===== config.mk =====
export PLATFORM = sky130hd
export DESIGN_NAME = branch_predictor
export DESIGN_NICKNAME = d
export VERILOG_FILES = /design/src/rtl/branch_predictor.sv
export SDC_FILE = /design/constraint.sdc
export NUM_CORES = 1
export LEC_CHECK = 0
export ABC_AREA = 1
export CAP_MARGIN = 20
export CORE_MARGIN = 2
export CORE_UTILIZATION = 40
export CTS_BUF_LIST = sky130_fd_sc_hd__clkbuf_8
export DETAILED_ROUTE_END_ITERATION = 7
export SKIP_LAST_GASP = 1
export SYNTH_ARGS = -nofsm -noshare
export SYNTH_HDL_FRONTEND = slang
export SYNTH_SLANG_ARGS = --single-unit

===== constraint.sdc =====
create_clock -name clk -period 6.4 [get_ports clk]
set_input_delay 0.96 -clock clk [delete_from_list [all_inputs] [get_ports clk]]
set_output_delay 0.96 -clock clk [all_outputs]
set_load 0.01 [all_outputs]

===== src/rtl/branch_predictor.sv =====
// Direct-mapped branch history table with a target buffer. It gives a zero-latency taken/target
// prediction at fetch and is trained by resolved conditional branches from execute.
module branch_predictor #(
    parameter int XLEN  = 32,
    parameter int IDX_W = 4,
    parameter int CNT_W = 32
) (
    input  logic             clk,
    input  logic             rst,
    input  logic [XLEN-1:0]  fetch_pc,
    output logic             pred_taken,
    output logic [XLEN-1:0]  pred_target,
    input  logic             upd_valid,
    input  logic [XLEN-1:0]  upd_pc,
    input  logic             upd_taken,
    input  logic [XLEN-1:0]  upd_target,
    input  logic             upd_pred_taken,
    input  logic [XLEN-1:0]  upd_pred_target,
    output logic             mispredict,
    output logic [CNT_W-1:0] branch_cnt,
    output logic [CNT_W-1:0] mispredict_cnt
);

    localparam int ENTRIES = 2 ** IDX_W;
    localparam int TAG_W   = XLEN - 2 - IDX_W;

    logic [ENTRIES-1:0]      valid_q;
    logic [ENTRIES-1:0][1:0] ctr_q;
    logic [TAG_W-1:0]        tag_q    [ENTRIES];
    logic [XLEN-1:0]         target_q [ENTRIES];

    logic [CNT_W-1:0] branch_cnt_q;
    logic [CNT_W-1:0] mispredict_cnt_q;

    logic [IDX_W-1:0] fetch_idx;
    logic [TAG_W-1:0] fetch_tag;
    logic             fetch_hit;
    logic [IDX_W-1:0] upd_idx;
    logic [TAG_W-1:0] upd_tag;
    logic             upd_hit;
    logic [1:0]       upd_ctr;
    logic             upd_pc_unused;

    // The PC byte offset never takes part in indexing or tagging.
    assign upd_pc_unused = ^upd_pc[1:0];

    always_comb begin
        fetch_idx   = fetch_pc[IDX_W+1:2];
        fetch_tag   = fetch_pc[XLEN-1:IDX_W+2];
        fetch_hit   = valid_q[fetch_idx] && (tag_q[fetch_idx] == fetch_tag);
        pred_taken  = fetch_hit && ctr_q[fetch_idx][1];
        pred_target = pred_taken ? target_q[fetch_idx] : fetch_pc + XLEN'(4);
    end

    always_comb begin
        upd_idx    = upd_pc[IDX_W+1:2];
        upd_tag    = upd_pc[XLEN-1:IDX_W+2];
        upd_hit    = valid_q[upd_idx] && (tag_q[upd_idx] == upd_tag);
        upd_ctr    = ctr_q[upd_idx];
        mispredict = upd_valid &&
                     ((upd_pred_taken != upd_taken) ||
                      (upd_taken && upd_pred_taken && (upd_pred_target != upd_target)));
    end

    always_ff @(posedge clk) begin
        if (rst) begin
            valid_q          <= '0;
            ctr_q            <= {ENTRIES{2'b01}};
            branch_cnt_q     <= '0;
            mispredict_cnt_q <= '0;
        end else if (upd_valid) begin
            if (upd_hit) begin
                if (upd_taken) begin
                    if (upd_ctr != 2'b11) ctr_q[upd_idx] <= upd_ctr + 2'd1;
                end else begin
                    if (upd_ctr != 2'b00) ctr_q[upd_idx] <= upd_ctr - 2'd1;
                end
            end else if (upd_taken) begin
                valid_q[upd_idx] <= 1'b1;
                ctr_q[upd_idx]   <= 2'b10;
            end
            if (branch_cnt_q != '1) branch_cnt_q <= branch_cnt_q + CNT_W'(1);
            if (mispredict && (mispredict_cnt_q != '1))
                mispredict_cnt_q <= mispredict_cnt_q + CNT_W'(1);
        end
    end

    // Tag and target need no reset; any taken resolution leaves this entry owned by upd_pc,
    // either by allocation or because it already hit, so the tag write is harmless on a hit.
    always_ff @(posedge clk) begin
        if (!rst && upd_valid && upd_taken) begin
            tag_q[upd_idx]    <= upd_tag;
            target_q[upd_idx] <= upd_target;
        end
    end

    assign branch_cnt     = branch_cnt_q;
    assign mispredict_cnt = mispredict_cnt_q;

endmodule


Yosys cells after proc, flatten, opt, wreduce, memory -nomap -nowiden:

Memories as Yosys holds them, arrays and structs flattened.
Index checks and enable logic that the tools add are counted.

* add/subtract/negate cells: 5
* order comparisons: 3
* equality and inequality tests: 8
* muxes and demuxes: 22
* bitwise gates (word level): 5
* reductions and logical operators: 19

Operators by type and width (number)
* $mux 32: 6
* $add 32x1->32 const B: 2
* $bwmux 32: 2
* $ne 32x32->1 const B: 2
* $eq 26x26->1: 2
* $add 32x3->32 const B: 1
* $ne 32x32->1: 1
* $or 16x16->16: 2
* $and 16x16->16: 1
* $bmux 2 s4: 2
* $not 16->16: 1
* $logic_and 1x1->1: 10
* $lt 4x5->1 const B: 2
* $bmux 1 s4: 2
* $demux 2 s4: 1
* $mux 2: 3
* $reduce_bool 2->1: 3
* $mux 1: 5
* $demux 1 s4: 1
* $ge 4x1->1 const B: 1
* $reduce_and 2->1: 2
* $reduce_and 4->1: 1
* $ne 3x2->1 const B: 1
* $reduce_and 3->1: 1
* 7 further kinds: 7

* register bits: 112
* RAM bits: 928
* input bits: 133
* output and inout bits: 98
* word-level logic and storage cells: 83
* memories kept: 2

Memories
* target_q: depth 16, bits a word 32, rd ports 1, clocked after memory_dff 0, wr ports 1, line 30 `logic [XLEN-1:0] target_q [ENTRIES];`
* tag_q: depth 16, bits a word 26, rd ports 2, clocked after memory_dff 0, wr ports 1, line 29 `logic [TAG_W-1:0] tag_q [ENTRIES];`

Depth between registers and ports, before layout:

* depth after elaboration: 8
* gate-level depth with buffers: 24
* mapped depth without buffers: 21

Worst setup path after synthesis:

No wires, ideal clock.

* path type: input to register
* from: in upd_pc[2]
* to: mem tag_q[0][0] in the netlist's numbering, enable pin
* setup time: 474 ps
* arrival: 4460 ps
* required time: 5926 ps
* setup slack: 1466 ps
* cell stages on the path: 8
* path buffers: 3
* path through: buf_4 buf_6 nor2_2 buf_2 inv_1 nor2_1 inv_1 nor2_1

RTL lines
* from (decl): line 14 `input logic [XLEN-1:0] upd_pc,`
* to (decl): line 29

Straight into the memory's write port.

Final worst setup path:

* from: in fetch_pc[5]
* to: out pred_target[29]

* word-level cells in the longest chain between the ends: 5
* elaborated cells on any way between the ends: 11
* classes of those cells: 1 x add/sub; 1 x eq/ne; 5 x mux; 2 x reduce/logical; 2 x memory

RTL lines
* from (decl): line 10 `input logic [XLEN-1:0] fetch_pc,`
* $mem_v2 16x26 or $bmux 1 s4 (tied branches)
* $eq 26x26->1 or $mux 1 (tied branches): line 50 `fetch_hit = valid_q[fetch_idx] && (tag_q[fetch_idx] == fetch_tag);`
* $logic_and 1x1->1: line 50
* $logic_and 1x1->1: line 51 `pred_taken = fetch_hit && ctr_q[fetch_idx][1];`
* $mux 32 *: line 52 `pred_target = pred_taken ? target_q[fetch_idx] : fetch_pc + XLEN'(4);`
* to (decl): line 12 `output logic [XLEN-1:0] pred_target,`

Every way passes the cells marked *; elsewhere a longest branch is shown, timed or not. The select of a mux whose other input is x is not followed.

==> flow_summary_export.csv <==
group,metric,value,unit
run_status,status,"completed",
clock_tree,ctsHoldBuffers,0,
yosys,ys_ff_latch,1040,
pwr,powerDensity,255,nW/um2
yosys,synth_top_area_cell,"edfxtp_1",
critical_path,startpoint_type,"primary input",
pwr,leakage,20.7,nW
clock_tree,clock-sinks,1040,
floorplan,die_h,354,um
flow_run,max_cap_violations,0,
detailed_routing,drcViolationCount,0,
critical_path,reg2reg_depth,16,
yosys,yosysSeqAreaShare,61.3,%
floorplan,chipWidth,354,um
global_route,grt.overflow.total,0,
clock_tree,numCtsBuffers,175,
yosys,postSynth.asyncResetShare,0,%
yosys,synth_edf_count,928,
critical_path,startpoint,"fetch_pc[5]",
critical_path,r2r_start,"tag_q[11][5]",
sta,slew_violations,0,
clock_tree,clk_latency,0.92,ns
critical_path,cp.required,5.44,ns
global_route,track_usage,25.5,%
sta,setup_viol,0,
clock_tree,clk_path_buf_depth,3,
critical_path,crit_arrival,4.87,ns
critical_path,reg2reg_to,"valid_q[6]",
sta,clock_skew,0.0669,ns
floorplan,core_area,122000,um2
global_route,antenna_found_initial,10,
detailed_routing,route.detailed.wl_per_inst,22.9,um
global_route,grt_max_degree,161,
critical_path,worst-path-max-fanout,14,
sta,min_period_over_period,91.1,%
critical_path,ff2ff_setup_slack,3.00,ns
sta,finalHoldViolCount,0,
floorplan,rows,128,
sta,max_freq,0.171,GHz
yosys,synth_area_per_cell,9.53,um2
place,place_ws,0.650,ns
global_route,grt_pass1_vias,37200,
detailed_routing,dr.pass1.iters,6,
yosys,synth_cell_types,48,
yosys,synth_top_area_share,56.7,%
clock_tree,cts_resized,0,
detailed_routing,routed_wirelength,163000,um
finish,drive_above_1_share,6.80,%
sta,worst_pin_slew,1.11,ns
clock_tree,post_cts_buffers,0,
floorplan,die-area,126000,um2
worst_hold_path,hold_class,"register to register",
clock_tree,clk_pin_slew,0.05,ns
place,io_buffers,228,
finish,area_growth,15.2,%
place,dp_hpwl,94300,um
yosys,synth-main-ff-cell,"edfxtp_1",
pwr,peakVddDrop,0.203,mV
place,gp_congestion,0.932,
critical_path,crit_end,"pred_target[29]",
critical_path,path_class,"primary input to primary output",
yosys,synth_area,49100,um2
floorplan,pin_count,231,
detailed_routing,drt_iter0_drc,4471,
sta,tns,0,ns
yosys,synth_nets,5294,
critical_path,cp-end-kind,"primary output",
detailed_routing,vias,39700,
yosys,synth_area_leaders,"edfxtp_1, nand2_1, o21ai_0",
sta,rsz0062_at_grt,"false",
sta,relSlewSlack,25.7,%
yosys,synth_warnings,0,
global_route,grt_pass1_wl,239000,um
clock_tree,cts_tree,"built",
floorplan,start_util,40.3,%
sta,min_period,5.83,ns
finish,final_nets,5502,
detailed_routing,antenna_left,0,
clock_tree,cts_root_buf,"clkbuf_8",
sta,fin_ws,0.569,ns
detailed_routing,via_per_inst,5.58,
clock_tree,cts.htree.levels,4,
yosys,syn_inst,5155,
==> metrics by stage <==
| step | cells | total power, mW | instance area, um2 | util [%] | hold slack, ns |
|---|---|---|---|---|---|
| CTS | 7110 | 14.5 | 56600 | 46.4 | 0.470 |
| global route | 7113 | 14.9 | 56600 | 46.4 | 0.493 |
| floorplan | 5155 | 8.39 | 49100 | - | 0.443 |
| global placement | 6811 | 9.01 | 53400 | 43.8 | 0.455 |
| detailed placement | 6811 | 9.02 | 53400 | 43.8 | 0.460 |
| finish | 7114 | 14.4 | 56600 | 46.4 | 0.469 |
==> logic make-up (layout without fill, tap and decap cells) <==
logic type	after synthesis	after routing	synth area share (%)
compound gates	1185	1185	13.4
fa+ha+maj	6	6	0.153
xor+xnor	93	93	1.66
flops	1040	1040	61.3
other cells	0	4	0
buf+inv	664	994	5.51
simple gates	2167	2167	17.9
==> cells in the mapped netlist (12+ instances only) <==
cell type  count
nand2_1     1190
edfxtp_1     928
o21ai_0      658
nor2_1       587
inv_1        345
a21oi_1      232
nand3_1      232
clkbuf_1     182
o22ai_1      118
dfxtp_1      112
buf_2         85
nand4_1       65
xor2_1        53
o221ai_1      48
nor3_1        45
xnor2_1       40
o21ai_1       26
buf_1         21
a221oi_1      20
nor4_1        20
o211ai_1      14
a32o_1        12
buf_4         12
==> worst min-delay path by stage <==
| stage | from | slack, ns | end | cells after the start |
|---|---|---|---|---|
| 6_report | ctr_q[10] | 0.47 | ctr_q[10] | 2 |
| 5_1_grt | valid_q[7] | 0.49 | valid_q[7] | 2 |
| 4_1_cts | valid_q[13] | 0.47 | valid_q[13] | 2 |
| 3_5_place_dp | ctr_q[10] | 0.46 | ctr_q[10] | 2 |
| 3_3_place_gp | ctr_q[22] | 0.45 | ctr_q[22] | 2 |
| 2_1_floorplan | ctr_q[20] | 0.44 | ctr_q[20] | 2 |
==> layer usage <==
metal,GRT usage [%],up-vias,routed length (um)
met4,9.98,10,5540
li1,-,18400,-
met2,39.9,1829,74500
met3,5.38,316,15000
met1,34.6,19200,68100
met5,0,-,60
==> layout make-up <==
| class | count | area [um2] |
|---|---|---|
| fill | 11400 | 65300 |
| sequential | 1040 | 30100 |
| multi-input combinational | 3451 | 16400 |
| timing repair buffer | 340 | 3500 |
| clock buffer | 176 | 2420 |
| tap | 1625 | 2030 |
| inverter | 355 | 1350 |
| clock inverter | 123 | 698 |
| antenna | 4 | 10.0 |
==> worst max-delay path, stage by stage <==
cell	delay, ns
clkdlybuf4s50_1	0.68
clkinv_2	0.20
buf_4	0.28
nor3_2	0.27
nand3_2	0.13
nor3_2	0.21
nand3_2	0.14
nor3_2	0.28
nand2_1	0.13
nor4_1	0.55
xor2_1	0.21
nand2_1	0.08
o21ai_1	0.15
clkdlybuf4s50_1	0.58
==> state kept, by name, summed over array words and instances (netlist names) <==
signal,flops
mispredict_cnt,32
tag_q,416
valid_q,16
ctr_q,32
branch_cnt,32
target_q,512
==> power breakdown <==
group          leakage [nW]  total [mW]  switching, mW  internal (mW)
clock network          1.80        5.49           2.76           2.73
registers              9.26        7.47         0.0212           7.45
logic                  9.60        1.44           1.01          0.431
total                  20.7        14.4           3.79           10.6
==> placed cells by master, fill, tap and decap left out, types with 12 or more instances in the layout <==
cell type / Yosys / routed
o22ai_1: 118 / 118
o21ai_0: 658 / 657
xnor2_1: 40 / 40
inv_1: 345 / 402
nor4_1: 20 / 20
a221oi_1: 20 / 20
buf_4: 12 / 84
nor2_4: 2 / 21
edfxtp_1: 928 / 928
nor3_1: 45 / 45
xor2_1: 53 / 53
nand2_1: 1190 / 1190
clkdlybuf4s50_1: 0 / 222
o211ai_1: 14 / 14
a32o_1: 12 / 12
o21ai_1: 26 / 26
clkinv_1: 5 / 40
buf_12: 0 / 30
nand4_1: 65 / 65
nor2_1: 587 / 566
clkbuf_8: 0 / 178
o221ai_1: 48 / 48
dfxtp_1: 112 / 112
a21oi_1: 232 / 232
nand3_1: 232 / 231
(Power assumes the default switching activity.)
